## config.mk

```make
export PLATFORM = sky130hd
export DESIGN_NAME = mux_dispatch_ctrl
export DESIGN_NICKNAME = d
export VERILOG_FILES = /design/src/rtl/mux_dispatch_ctrl.sv
export SDC_FILE = /design/constraint.sdc
export NUM_CORES = 1
export LEC_CHECK = 0
export CAP_MARGIN = 5
export CORE_UTILIZATION = 45
export DETAILED_ROUTE_END_ITERATION = 8
export GPL_TIMING_DRIVEN = 0
export PLACE_DENSITY = 0.75
export SYNTH_ARGS = -nofsm -noshare
export SYNTH_HDL_FRONTEND = slang
export SYNTH_SLANG_ARGS = --single-unit
```

## constraint.sdc

```tcl
create_clock -name clk -period 2.61 [get_ports clk]
set_input_delay 0.3915 -clock clk [delete_from_list [all_inputs] [get_ports clk]]
set_output_delay 0.3915 -clock clk [all_outputs]
set_load 0.005 [all_outputs]
```

## src/rtl/mux_dispatch_ctrl.sv

```systemverilog
// Result-code sequencer: buffers codes in a small FIFO and issues them to the routing mux when the target channel is ready.
// Optional per-class dispatch counters are built only when DISPATCH_COUNT_EN is defined.
module mux_dispatch_ctrl #(
    parameter int SIZE  = 5,
    parameter int DEPTH = 4,
    parameter int CNT_W = 8
) (
    input  logic             clk,
    input  logic             rst,
    input  logic             in_valid,
    input  logic [SIZE-1:0]  in_res,
    output logic             in_ready,
    input  logic             ch1_ready,
    input  logic             ch2_ready,
    output logic [SIZE-1:0]  mux_res,
    output logic             mux_en,
    output logic             dispatched,
    output logic [CNT_W-1:0] cnt_one,
    output logic [CNT_W-1:0] cnt_three,
    output logic [CNT_W-1:0] cnt_other
);

    localparam int AW = $clog2(DEPTH);
    localparam int CW = AW + 1;

    typedef enum logic {
        IDLE,
        HOLD
    } state_t;

    state_t state, next_state;

    logic [SIZE-1:0] mem [DEPTH];
    logic [AW-1:0]   rd_ptr;
    logic [AW-1:0]   wr_ptr;
    logic [CW-1:0]   count;
    logic [SIZE-1:0] hold;
    logic            push;
    logic            pop;
    logic            tr;

    // in_ready comes from the registered count, so a full FIFO refuses a push even in its pop cycle
    assign in_ready = (count != CW'(DEPTH));
    assign push     = in_valid && in_ready;
    assign pop      = (state == IDLE) && (count != '0);
    assign mux_res  = hold;

    always_ff @(posedge clk) begin
        if (push) begin
            mem[wr_ptr] <= in_res;
        end
    end

    always_ff @(posedge clk) begin
        if (rst) begin
            rd_ptr <= '0;
            wr_ptr <= '0;
            count  <= '0;
        end else begin
            if (push) begin
                wr_ptr <= wr_ptr + AW'(1);
            end
            if (pop) begin
                rd_ptr <= rd_ptr + AW'(1);
            end
            case ({push, pop})
                2'b10:   count <= count + CW'(1);
                2'b01:   count <= count - CW'(1);
                default: count <= count;
            endcase
        end
    end

    always_ff @(posedge clk) begin
        if (rst) begin
            hold <= '0;
        end else if (pop) begin
            hold <= mem[rd_ptr];
        end
    end

    always_comb begin
        tr = 1'b1;
        if (hold == SIZE'(1)) begin
            tr = ch1_ready;
        end else if (hold == SIZE'(3)) begin
            tr = ch2_ready;
        end
    end

    always_ff @(posedge clk) begin
        if (rst) begin
            state <= IDLE;
        end else begin
            state <= next_state;
        end
    end

    always_comb begin
        next_state = state;
        case (state)
            IDLE:    if (count != '0) next_state = HOLD;
            HOLD:    if (tr) next_state = IDLE;
            default: next_state = IDLE;
        endcase
    end

    always_comb begin
        mux_en     = 1'b0;
        dispatched = 1'b0;
        if (state == HOLD && tr) begin
            mux_en     = 1'b1;
            dispatched = 1'b1;
        end
    end

`ifdef DISPATCH_COUNT_EN
    // Counters wrap naturally at 2^CNT_W
    always_ff @(posedge clk) begin
        if (rst) begin
            cnt_one   <= '0;
            cnt_three <= '0;
            cnt_other <= '0;
        end else if (dispatched) begin
            if (hold == SIZE'(1)) begin
                cnt_one <= cnt_one + CNT_W'(1);
            end else if (hold == SIZE'(3)) begin
                cnt_three <= cnt_three + CNT_W'(1);
            end else begin
                cnt_other <= cnt_other + CNT_W'(1);
            end
        end
    end
`else
    assign cnt_one   = '0;
    assign cnt_three = '0;
    assign cnt_other = '0;
`endif

endmodule

```

---- Word level (Yosys, flattened, before mapping) ----
Memories as Yosys holds them, arrays and structs flattened. A register that Yosys moved wholly into a read port is not among the register bits.
Index checks and enable logic that the tools add are counted.
cells by class
  multiplexer cells ....................... 9
  bitwise gates (word level) .............. 1
  reductions and logical operators ........ 5
  add/sub/neg operators ................... 4
  equality and inequality tests ........... 5
operators by type and width
  kind                   number
  $mux W1                7
  $pmux W3 S2            1
  $eq A5 B1 Y1 const B   1
  $eq A5 B2 Y1 const B   1
  $add A2 B1 Y2 const B  2
  $add A3 B1 Y3 const B  1
  $logic_and A1 B1 Y1    3
  $ne A3 B3 Y1 const B   1
  $reduce_bool A3 Y1     1
  $sub A3 B1 Y3 const B  1
  $eq A2 B1 Y1 const B   1
  $eq A2 B2 Y1 const B   1
  $pmux W1 S2            1
  $reduce_bool A2 Y1     1
  $not A1 Y1             1
word-level totals
  bits in registers ....................... 8
  bits in writable memories ............... 20
  memories ................................ 1
  output and inout bits ................... 32
memories
  name  depth  width  read ports  clocked after memory_dff  wr ports  line  RTL
  mem   4      5      1           1                         1         33    logic [SIZE-1:0] mem [DEPTH];

---- Depth between registers and ports, before layout ----
Gate-level depths: netlist of run 1.
  depth in word-level cells ............... 5
  gate-level depth with buffers ........... 9

---- Worst setup path before layout of run 1 ----
OpenSTA, ideal clock, no wires.
  path kind ............................... reg2reg
  start point ............................. register count[0]
  end point ............................... register count[2]
  path slack .............................. 0.484 ns
  clock period less this slack ............ 2.126 ns
  arrival ................................. 2.056 ns
  data required time ...................... 2.539 ns
  stages on the path, launching flop included .. 10
  cell sequence ........................... dfxtp_1 or3b_1 buf_2 nand2_1 ha_1 inv_1 fa_1 xor2_1 or3_1 a21oi_1
between the ends
  longest elaborated chain between the ends .. 4
  elaborated cells on any way between the ends .. 10
ends and longest elaborated chain
  item                                               line  RTL
  start, declared                                    36    logic [CW-1:0] count;
  start signal, assigned                             67    2'b10: count <= count + CW'(1);
  start signal, assigned                             68    2'b01: count <= count - CW'(1);
  start signal, assigned                             69    default: count <= count;
  $ne A3 B3 Y1 *                                     43    assign in_ready = (count != CW'(DEPTH));
  named net in_ready                                 12    output logic in_ready,
  $logic_and A1 B1 Y1 *                              44    assign push = in_valid && in_ready;
  $eq A2 B1 Y1 or $eq A2 B2 Y1 (tied branches)       66    case ({push, pop})
  $pmux W3 S2 or $reduce_bool A2 Y1 (tied branches)  --
Mark *: on every way through the listed nets, which the timed path passes. The rest lies on a longest branch.
A chain may end at the register's enable or synchronous reset.

---- Worst setup path in the final report of run 1 ----
  start point ............................. register count[0]
  end point ............................... register count[2]
between the ends
  longest elaborated chain between the ends .. 4
  elaborated cells on any way between the ends .. 10
ends and longest elaborated chain
  item                                               line  RTL
  $reduce_bool A3 Y1 *                               45    assign pop = (state == IDLE) && (count != '0);
  $logic_and A1 B1 Y1 *                              45
  named net pop                                      39    logic pop;
  $eq A2 B1 Y1 or $eq A2 B2 Y1 (tied branches)       66
  $pmux W3 S2 or $reduce_bool A2 Y1 (tied branches)  --
Marks and branches as above.

==> metrics.md, run 1 <==
| Metric | Value |
|---|---|
| Run status | `finished clean` |
| Slew @ Worst Pin | `0.804 ns` |
| DRT antenna net count | `0` |
| CTS root buffer | `clkbuf_4` |
| Period minus WS final | `2.34 ns` |
| Ports | `42` |
| Seq pwr share | `0.412` |
| # fillers | `320` |
| # clock sinks | `33` |
| Drt pass-1 iters | `4` |
| RSZ-0062 raised after global routing | `no` |
| Post-synthesis sequential area ratio | `0.539` |
| CTS Hold Buffers Added | `0` |
| Max Cap Viol | `0` |
| Req. time, crit path | `2.85 ns` |
| Core box area | `3360 um2` |
| Iteration-0 DRC Markers | `23` |
| Initial antenna violation count | `0` |
| Initial core utilization | `0.475` |
| Die Span X | `61.6 um` |
| Final WS setup | `0.265 ns` |
| Crit path cell chain | `nor3_1, nor2_1, ha_1, inv_1, fa_1, xor2_1, or3_1, a21oi_1` |
| Num CTS Buffers | `5` |
| Setup Slack @ Placement | `0.285 ns` |
| H-tree lvl count | `2` |
| Post-route core utilization | `0.589` |
| Post-CTS Resized | `0` |
| Number of synthesized register bits | `33` |
| Max Clk Rate | `426 MHz` |
| Clk_lat worst skew | `0.32 ns` |
| Die height | `61.6 um` |
| Number of flops mapped to enable cells by yosys | `20` |
| Hold violation count in the final report | `0` |
| Multi-input gate area | `573 um2` |
| Port buffer count | `16` |
| Post-route setup TNS | `0 ns` |
| Pwr dens | `872 nW/um2` |
| Crit path buf inv count | `1` |
| Clock Path Buffers | `2` |
| Clk pwr share | `0.211` |
| Final WL | `2.53 mm` |
| CP top delay family | `simple AND/OR/NAND/NOR gates` |
| Vias | `1027` |
| FF/Latch Area | `861 um2` |
| Synthesized area | `1600 um2` |
| Largest net degree at the start of global routing | `12` |
| Routed vias/inst | `4.56` |
| Antenna diode count | `0` |
| Area growth, synth to finish | `24.0%` |
| Share of cells above drive strength 1 | `0.229` |
| First-pass GRT wire length | `4.05 mm` |
| Top_reg_cell synth | `edfxtp_1` |
| Sw frac | `0.317` |
| Worst hold path type | `in -> reg` |
| Die area | `3790 um2` |
| Peak supply drop | `0.404 mV` |
| WS Path Type | `reg -> reg` |
| Yosys top cell area share | `0.376` |
| Final period util | `0.898` |
| Cells after synthesis | `132` |
| Startpoint class of the critical path | `register` |
| Avg WL per Cell | `11.2 um` |
| Top-count cell post-synth | `buf_4` |
| CP arrival | `2.59 ns` |
| Sw power | `548 uW` |
| Ys async rst share | `0` |
| Number of cell rows | `21` |
| Pins Over Slew Limit | `0` |
| Synth area leader | `edfxtp_1` |
| Global route total overflow | `0` |
| CTS tree | `done` |
| Post-CTS Setup Inserts | `0` |
| DRC violations left | `0` |
| Post-route cell area | `1980 um2` |
| Total track usage | `0.155` |
| Worst-path maximum fanout | `9` |
| Leak | `0.000806 uW` |
| Slowest cell delay on critical path | `0.68 ns` |
| DP HPWL | `1.99 mm` |
| Synth unique cells | `28` |
| Most frequent cells after synthesis | `buf_4, edfxtp_1, dfxtp_1, a21oi_1` |
| Gp weighted congestion | `0.760` |
| Final #Nets | `194` |
| Setup-failing EPs final | `0` |
| Critical-path top delay cell | `nor3_1` |
| Layout Skew | `0.0137 ns` |
| Top cells by area, synth | `edfxtp_1, dfxtp_1, buf_4` |
| Slew headroom | `0.460` |
| Critical path endpoint category | `register` |
| Clock slew at reported path FFs | `0.10 ns` |
| Area after DPL | `1900 um2` |
| P_int | `1180 uW` |
| Vias in the first global route | `912` |
| Syn avg cell area | `12.1 um2` |
| Combinational share of power | `0.377` |
| Synth Warn # | `0` |
==> state kept, by name, summed over array words and instances (netlist names) <==
register,cells
mem,20
mux_res,5
count,3
rd_ptr,2
wr_ptr,2
state,1
==> power groups by stage <==
stage | clock network, uW | registers [uW] | logic (uW)
6_report | 364 | 711 | 651
2_1_floorplan | 0 | 711 | 452
3_3_place_gp | 0 | 717 | 618
5_1_grt | 394 | 724 | 733
3_5_place_dp | 0 | 724 | 653
4_1_cts | 377 | 712 | 656
==> per-layer routing <==
layer	GRT usage	share of wire	vias to the layer above
li1	-	-	515
met1	0.176	0.42	471
met2	0.266	0.49	39
met3	0.0567	0.084	2
met4	0.0571	0.0059	0
met5	0	0	-
==> through the flow <==
step	cells	hold slack [ns]	total power (uW)
finish	225	0.458	1730
global route	225	0.483	1850
CTS	225	0.452	1750
detailed placement	217	0.485	1380
global placement	217	0.487	1340
floorplan	155	0.461	1160
==> final timing paths <==
kind                    from          to  slack [ns]  depth (start not counted)
hold / removal      in_valid   wr_ptr[1]        0.46                          3
setup / recovery    count[0]    count[2]        0.27                          8
setup reg to reg    count[0]    count[2]        0.27                          8
hold reg to reg   mux_res[3]  mux_res[3]        0.50                          2
==> cell families (layout without fill, tap and decap cells) <==
kind of cell    Yosys count  after routing  synth area share
compound gates           23             23            0.0854
xor+xnor                  2              2            0.0110
fa+ha+maj                 6              6            0.0517
buf+inv                  38             62             0.156
flops                    33             33             0.539
mux                       6              6            0.0768
other cells               1             24           0.00235
simple gates             23             23            0.0776
==> tightest hold or removal path, cell delays in order <==
cell and delay, ns:
buf_1 0.16, nand3_1 0.12, a21oi_1 0.06
==> cell type report <==
type	instances	share of cell area
tap	46	0.0291
timing repair buffer	16	0.0809
buffer	31	0.113
inverter	7	0.0133
multi-input combinational	84	0.290
clock inverter	3	0.0209
clock buffer	5	0.0190
sequential	33	0.435
==> cells in the final DEF, fill, tap and decap left out, drive strengths merged, types with 2 or more instances in the layout <==
cell type      instances
inv                    7
buf                   29
nor2                   5
ha                     5
and3                   4
edfxtp                20
conb                  24
mux4                   5
a21o                   2
or3                    3
clkdlybuf4s50         16
o21ai                  7
nand3                  7
clkbuf                 7
a21oi                 11
xor2                   2
dfxtp                 13
Note: power is estimated with default switching activity, not from simulation.
==> inputs of run 2 (changes only) <==
--- a/config.mk
+++ b/config.mk
@@ -7,8 +7,8 @@
 export LEC_CHECK = 0
 export CAP_MARGIN = 5
-export CORE_UTILIZATION = 45
+export CORE_UTILIZATION = 48
 export DETAILED_ROUTE_END_ITERATION = 8
 export GPL_TIMING_DRIVEN = 0
-export PLACE_DENSITY = 0.75
+export PLACE_DENSITY = 0.79
 export SYNTH_ARGS = -nofsm -noshare
 export SYNTH_HDL_FRONTEND = slang
==> constraint.sdc (replaced) <==
create_clock -name clk -period 2.61 [get_ports clk]
set_input_delay 0.3915 -clock clk [delete_from_list [all_inputs] [get_ports clk]]
set_output_delay 0.3915 -clock clk [all_outputs]
set_load 0.1 [all_outputs]
==> run 2 against run 1 <==
  * Critical endpoint is now dispatched
  * Clock skew fell by 0.0034 ns
  * Global-route usage rose by 2.3 points
  * Sequential share of layout area rose by 0.68 points
==> metrics.md, run 2 (synthesized netlist as in run 1, its figures left out) <==
| Metric | Value |
|---|---|
| Antenna diode count | `0 (unchanged)` |
| Max Cap Viol | `0 (unchanged)` |
| Leak | `0.000799 uW (-0.95%)` |
| Largest net degree at the start of global routing | `11 (-1)` |
| Final WL | `2.65 mm (+4.9%)` |
| Setup Slack @ Placement | `-0.163 ns (-0.448 ns)` |
| Initial antenna violation count | `0 (unchanged)` |
| Most common cell after layout, fill and taps aside | `buf_4` |
| Layout Skew | `0.0103 ns (-0.00339 ns)` |
| Reg2Reg Launch Point | `count[0]` |
| Reg2Reg Depth | `8 (unchanged)` |
| Area growth, synth to finish | `22.3%` |
| Period minus WS final | `2.46 ns (+0.118 ns)` |
| Global route total overflow | `0 (unchanged)` |
| Hold violation count in the final report | `0 (unchanged)` |
| Die area | `3560 um2 (-6.1%)` |
| Fin cells | `223 (-0.89%)` |
| Clock slew at reported path FFs | `0.09 ns (about the same)` |
| GRT met2 Usage | `0.294 (+0.0279)` |
| DRT antenna net count | `0 (unchanged)` |
| Met1 Use GR | `0.207 (+0.0309)` |
| Most frequent cells in the layout | `buf_4, conb_1, edfxtp_1` |
| Ports | `42 (unchanged)` |
| Req. time, crit path | `2.22 ns (-0.63 ns)` |
| CP arrival | `2.07 ns (-0.52 ns)` |
| Post-route setup TNS | `0 ns (unchanged)` |
| Hold path endpoint | `wr_ptr[0]` |
| Final period util | `0.944 (+0.0452)` |
| Die height | `59.7 um (-3.1%)` |
| Num CTS Buffers | `5 (unchanged)` |
| Post-CTS Setup Inserts | `0 (unchanged)` |
| WS Path Type | `reg -> out` |
| Peak supply drop | `0.428 mV (+5.8%)` |
| Slew headroom | `0.350 (-0.110)` |
| Port buffer count | `16 (unchanged)` |
| Worst reg2reg path endpoint | `count[2]` |
| Worst-path maximum fanout | `9 (unchanged)` |
| Drt pass-1 iters | `4 (unchanged)` |
| RSZ-0062 raised after global routing | `no` |
| CP top delay family | `buffers and inverters` |
| Initial core utilization | `0.515 (+0.0398)` |
| Crit path buf inv count | `2 (+1)` |
| Iteration-0 DRC Markers | `20 (-13%)` |
| Min-delay src | `in_valid` |
| Slowest cell delay on critical path | `0.88 ns (+0.20 ns)` |
| Clock Path Buffers | `2 (unchanged)` |
| Run status | `finished clean` |
| Die Span X | `59.7 um (-3.1%)` |
| Avg WL per Cell | `11.9 um (+5.8%)` |
| Share of cells above drive strength 1 | `0.235 (+0.00559)` |
| Worst Hold Slack | `0.455 ns (-0.00306 ns)` |
| # placed instances | `215 (-0.92%)` |
| Pins Over Slew Limit | `0 (unchanged)` |
| Final #Nets | `194 (unchanged)` |
| Largest reg by FF count | `mem` |
| Worst R2R Setup Slack | `0.30 ns (+0.03 ns)` |
| CTS tree | `done` |
| Worst hold path type | `in -> reg` |
| Max Clk Rate | `406 MHz (-4.8%)` |
| Slew @ Worst Pin | `0.972 ns (+0.168 ns)` |
| Routed vias/inst | `4.58 (+0.31%)` |
| Cells on Worst Hold Path | `3 (unchanged)` |
| Final WS setup | `0.147 ns (-0.118 ns)` |
| Post-route core utilization | `0.629 (+0.0405)` |
| Critical path endpoint category | `output port` |
| Crit path cell chain | `inv_1, a21oi_4, dlygate4sd2_1` |
| CP startpoint | `state` |
| DRC violations left | `0 (unchanged)` |
| Core box area | `3100 um2 (-7.7%)` |
| Clk_lat worst skew | `0.33 ns (about the same)` |
| Vias | `1021 (-0.58%)` |
| Worst path depth | `3 (-5)` |
| # clock sinks | `33 (unchanged)` |
| DP HPWL | `2.04 mm (+2.7%)` |
| Pwr dens | `1070 nW/um2 (+23%)` |
| First-pass GRT wire length | `4.40 mm (+8.5%)` |
| Max reg flops | `20 (unchanged)` |
| Vias in the first global route | `973 (+6.7%)` |
| CTS root buffer | `clkbuf_4` |
| Grt peak-use layer | `met2` |
| Grt met3 use | `0.0584 (+0.00172)` |
| Startpoint class of the critical path | `register` |
| Critical-path top delay cell | `dlygate4sd2_1` |
| Gp weighted congestion | `0.756 (-0.54%)` |
| Setup-failing EPs final | `0 (unchanged)` |
| Total track usage | `0.178 (+0.0235)` |
| H-tree lvl count | `2 (unchanged)` |
| Number of cell rows | `20 (-4.8%)` |
run 2: report_power, final:
group          internal [uW]  switching [uW]  leakage (uW)
logic                    328             798      0.000481
clock network            103             153     0.0000269
registers                649            63.6      0.000291
total                   1080            1010      0.000799
run 2: worst max path at each step:
stage            endpoint  slack, ns
4_1_cts            mux_en       0.07
2_1_floorplan      mux_en       0.02
3_3_place_gp       mux_en      -0.14
6_report       dispatched       0.15
5_1_grt        dispatched       0.05
3_5_place_dp       mux_en      -0.16
run 2: per-layer routing:
| layer | wire, um | vias up | part of all wire |
|---|---|---|---|
| met5 | 0 | - | 0 |
| met4 | 58 | 0 | 0.022 |
| met3 | 159 | 5 | 0.060 |
| met2 | 1360 | 36 | 0.51 |
| met1 | 1070 | 468 | 0.40 |
| li1 | - | 512 | - |
run 2: tightest hold or removal path, cell delays in order:
cell and delay, ns:
buf_1 0.17, nand3_1 0.12, a21oi_1 0.06
run 2: stage by stage:
| stage | area [um2] | total power [uW] |
|---|---|---|
| 2_1_floorplan | 1700 | 1650 |
| 3_3_place_gp | 1910 | 1820 |
| 3_5_place_dp | 1910 | 1870 |
| 4_1_cts | 1960 | 2110 |
| 5_1_grt | 1950 | 2220 |
| 6_report | 1950 | 2090 |
run 2: timing repair:
action	in CTS	in global routing
resized for setup	3	2
hold buffers	0	0
setup endpoints to repair	3	1
run 2: cell type report:
class	instances	area, um2
fillers	261	1150
flip-flops and latches	33	862
multi-input cells	84	584
plain buffers	31	223
repair buffers	16	153
well taps	44	55.1
clock buffers	7	45.0
inverters	7	26.3
clock inverters	1	3.75
==> inputs of run 3 (changes only) <==
--- a/config.mk
+++ b/config.mk
@@ -6,6 +6,7 @@
 export NUM_CORES = 1
 export LEC_CHECK = 0
-export CAP_MARGIN = 5
-export CORE_UTILIZATION = 48
+export ABC_AREA = 1
+export CAP_MARGIN = 20
+export CORE_UTILIZATION = 49
 export DETAILED_ROUTE_END_ITERATION = 8
 export GPL_TIMING_DRIVEN = 0
==> constraint.sdc (replaced) <==
create_clock -name clk -period 2.61 [get_ports clk]
set_input_delay 0.261 -clock clk [delete_from_list [all_inputs] [get_ports clk]]
set_output_delay 0.261 -clock clk [all_outputs]
set_load 0.1 [all_outputs]
==> run 3 against run 2 <==
  * Worst setup slack better by 0.013 ns
  * Clock power up 8.2%
  * Critical path depth up 2
  * Via count up 24%
  * Power up 7.2%
  * Sequential power about the same
  * Utilization down 0.15 points
  * Register-to-register slack better by 0.49 ns
  * Worst hold slack better by 0.037 ns
  * Sequential share of layout area down 3.7 points
  * First-iteration DRC count up 85%
  * Final cell count up 36%
  * Highest routed layer unchanged
==> metrics.md, run 3 <==
| Metric | Value |
|---|---|
| Run status | `finished clean` |
| Most frequent cells in the layout | `nand2_1, inv_1, buf_4` |
| Grt met3 use | `0.0683 (+0.00988)` |
| Max Cap Viol | `0 (unchanged)` |
| Drt pass-1 iters | `4 (unchanged)` |
| Worst hold path type | `reg -> reg` |
| Die area | `3820 um2 (+7.4%)` |
| Critical path endpoint category | `output port` |
| Vias | `1271 (+24%)` |
| Met1 Use GR | `0.195 (-0.0117)` |
| Avg WL per Cell | `9.39 um (-21%)` |
| Initial antenna violation count | `0 (unchanged)` |
| Synthesized area | `1750 um2 (+9.9%)` |
| Hold violation count in the final report | `0 (unchanged)` |
| Top cells by area, synth | `edfxtp_1, dfxtp_1, buf_4` |
| Post-route core utilization | `0.628 (-0.00149)` |
| Grt peak-use layer | `met2` |
| Number of cell rows | `21 (+5.0%)` |
| Initial core utilization | `0.518 (+0.00302)` |
| Synth unique cells | `22 (-21%)` |
| Antenna diode count | `0 (unchanged)` |
| Number of flops mapped to enable cells by yosys | `20 (unchanged)` |
| Worst-path maximum fanout | `3 (-6)` |
| Req. time, crit path | `2.35 ns (+0.13 ns)` |
| CTS tree | `done` |
| Iteration-0 DRC Markers | `37 (+85%)` |
| RSZ-0062 raised after global routing | `no` |
| Max reg flops | `20 (unchanged)` |
| Peak supply drop | `0.514 mV (+20%)` |
| DP HPWL | `2.10 mm (+2.7%)` |
| Core box area | `3390 um2 (+9.2%)` |
| Slew @ Worst Pin | `0.965 ns (-0.00630 ns)` |
| Clk_lat worst skew | `0.34 ns (about the same)` |
| Number of synthesized register bits | `33 (unchanged)` |
| Clock Path Buffers | `2 (unchanged)` |
| # clock sinks | `33 (unchanged)` |
| Final WL | `2.85 mm (+7.4%)` |
| Share of cells above drive strength 1 | `0.179 (-0.0556)` |
| Total track usage | `0.171 (-0.00677)` |
| Top_reg_cell synth | `edfxtp_1` |
| Post-route setup TNS | `0 ns (unchanged)` |
| Die height | `61.8 um (+3.6%)` |
| # fillers | `303 (+16%)` |
| Slew headroom | `0.354 (+0.00421)` |
| Num CTS Buffers | `5 (unchanged)` |
| Max Clk Rate | `408 MHz (+0.53%)` |
| Clock slew at reported path FFs | `0.10 ns (about the same)` |
| CTS root buffer | `clkbuf_4` |
| Cells after synthesis | `209 (+58%)` |
| Period minus WS final | `2.45 ns (-0.0129 ns)` |
| Ys async rst share | `0 (unchanged)` |
| Startpoint class of the critical path | `register` |
| Routed vias/inst | `4.19 (-8.4%)` |
| Post-synthesis sequential area ratio | `0.491 (-0.0485)` |
| Leak | `0.00107 uW (+35%)` |
| Gp weighted congestion | `0.715 (-5.4%)` |
| Top-count cell post-synth | `nand2_1` |
| # placed instances | `295 (+37%)` |
| Synth area leader | `edfxtp_1` |
| Vias in the first global route | `1037 (+6.6%)` |
| CTS Hold Buffers Added | `0 (unchanged)` |
| Syn avg cell area | `8.39 um2 (-31%)` |
| WS Path Type | `reg -> out` |
| Largest reg by FF count | `mem` |
| Most common cell after layout, fill and taps aside | `nand2_1` |
| First-pass GRT wire length | `4.47 mm (+1.7%)` |
| Global route total overflow | `0 (unchanged)` |
| Most frequent cells after synthesis | `nand2_1, inv_1, buf_4, edfxtp_1, nor2_1` |
| Largest net degree at the start of global routing | `12 (+1)` |
| Die Span X | `61.8 um (+3.6%)` |
| H-tree lvl count | `2 (unchanged)` |
| Area growth, synth to finish | `21.3%` |
| CP arrival | `2.19 ns (+0.12 ns)` |
| GRT met2 Usage | `0.289 (-0.00486)` |
| Yosys top cell area share | `0.342 (-0.0338)` |
| Ports | `42 (unchanged)` |
| DRC violations left | `0 (unchanged)` |
| Fin cells | `303 (+36%)` |
| Final period util | `0.939 (-0.00494)` |
| Final #Nets | `272 (+40%)` |
| Synth Warn # | `0 (unchanged)` |
| Port buffer count | `17 (+1)` |
| Pwr dens | `1060 nW/um2 (-1.6%)` |
| Pins Over Slew Limit | `0 (unchanged)` |
| DRT antenna net count | `0 (unchanged)` |
| Setup-failing EPs final | `0 (unchanged)` |
| Layout Skew | `0.00817 ns (-0.00215 ns)` |
==> run 3: worst max-delay path, stage by stage, from the launching register on <==
cell and delay, ns:
dfxtp_1 0.34, inv_1 0.08, nand2_1 0.05, nand4_1 0.10, and2_2 0.16, clkdlybuf4s50_1 1.13
==> run 3: layout make-up <==
class | count | area (um2) | area share
buffer | 29 | 219 | 0.103
timing repair buffer | 17 | 173 | 0.0812
sequential | 33 | 861 | 0.405
tap | 46 | 57.6 | 0.0271
inverter | 42 | 158 | 0.0741
multi-input combinational | 128 | 604 | 0.284
clock buffer | 5 | 37.5 | 0.0176
clock inverter | 3 | 17.5 | 0.00824
==> run 3: path summary, 6_finish.rpt <==
check,from,to,slack (ns),cells after the start
max,mux_res[1],dispatched,0.16,5
max reg2reg,count[0],count[2],0.79,12
min,state,state,0.49,1
min reg2reg,state,state,0.49,1
==> run 3: where the power goes <==
part           internal [uW]  total, uW  switching, uW
clock network            101        277            176
registers                653        715           61.7
logic                    348       1250            906
==> run 3: cell families (layout without fill, tap and decap cells) <==
logic type	count (synthesis)	after routing	share of synthesized area
compound gates	10	10	0.0328
fa+ha+maj	6	6	0.0471
buf+inv	71	96	0.215
flops	33	33	0.491
other cells	1	24	0.00214
simple gates	88	88	0.213
==> run 3: stage by stage <==
step                      area (um2)  hold WS (ns)  setup slack (ns)  total power, uW
final                           2130         0.492             0.160             2250
after floorplan                 1840         0.323             0.296             1760
after global placement          2070         0.460             0.122             1960
after CTS                       2120         0.494            0.0584             2260
after detailed placement        2070         0.476             0.118             1980
after global routing            2130         0.509            0.0497             2410
==> run 3: metal layers <==
layer | vias up | routed length [um]
li1 | 679 | -
met2 | 45 | 1390
met4 | 0 | 33
met3 | 4 | 193
met5 | - | 0
met1 | 543 | 1230
==> run 3: timing repair <==
| item | CTS | global route |
|---|---|---|
| setup endpoints to repair | 0 | 1 |
| gates resized for setup | 0 | 1 |
| buffers inserted | 0 | 0 |
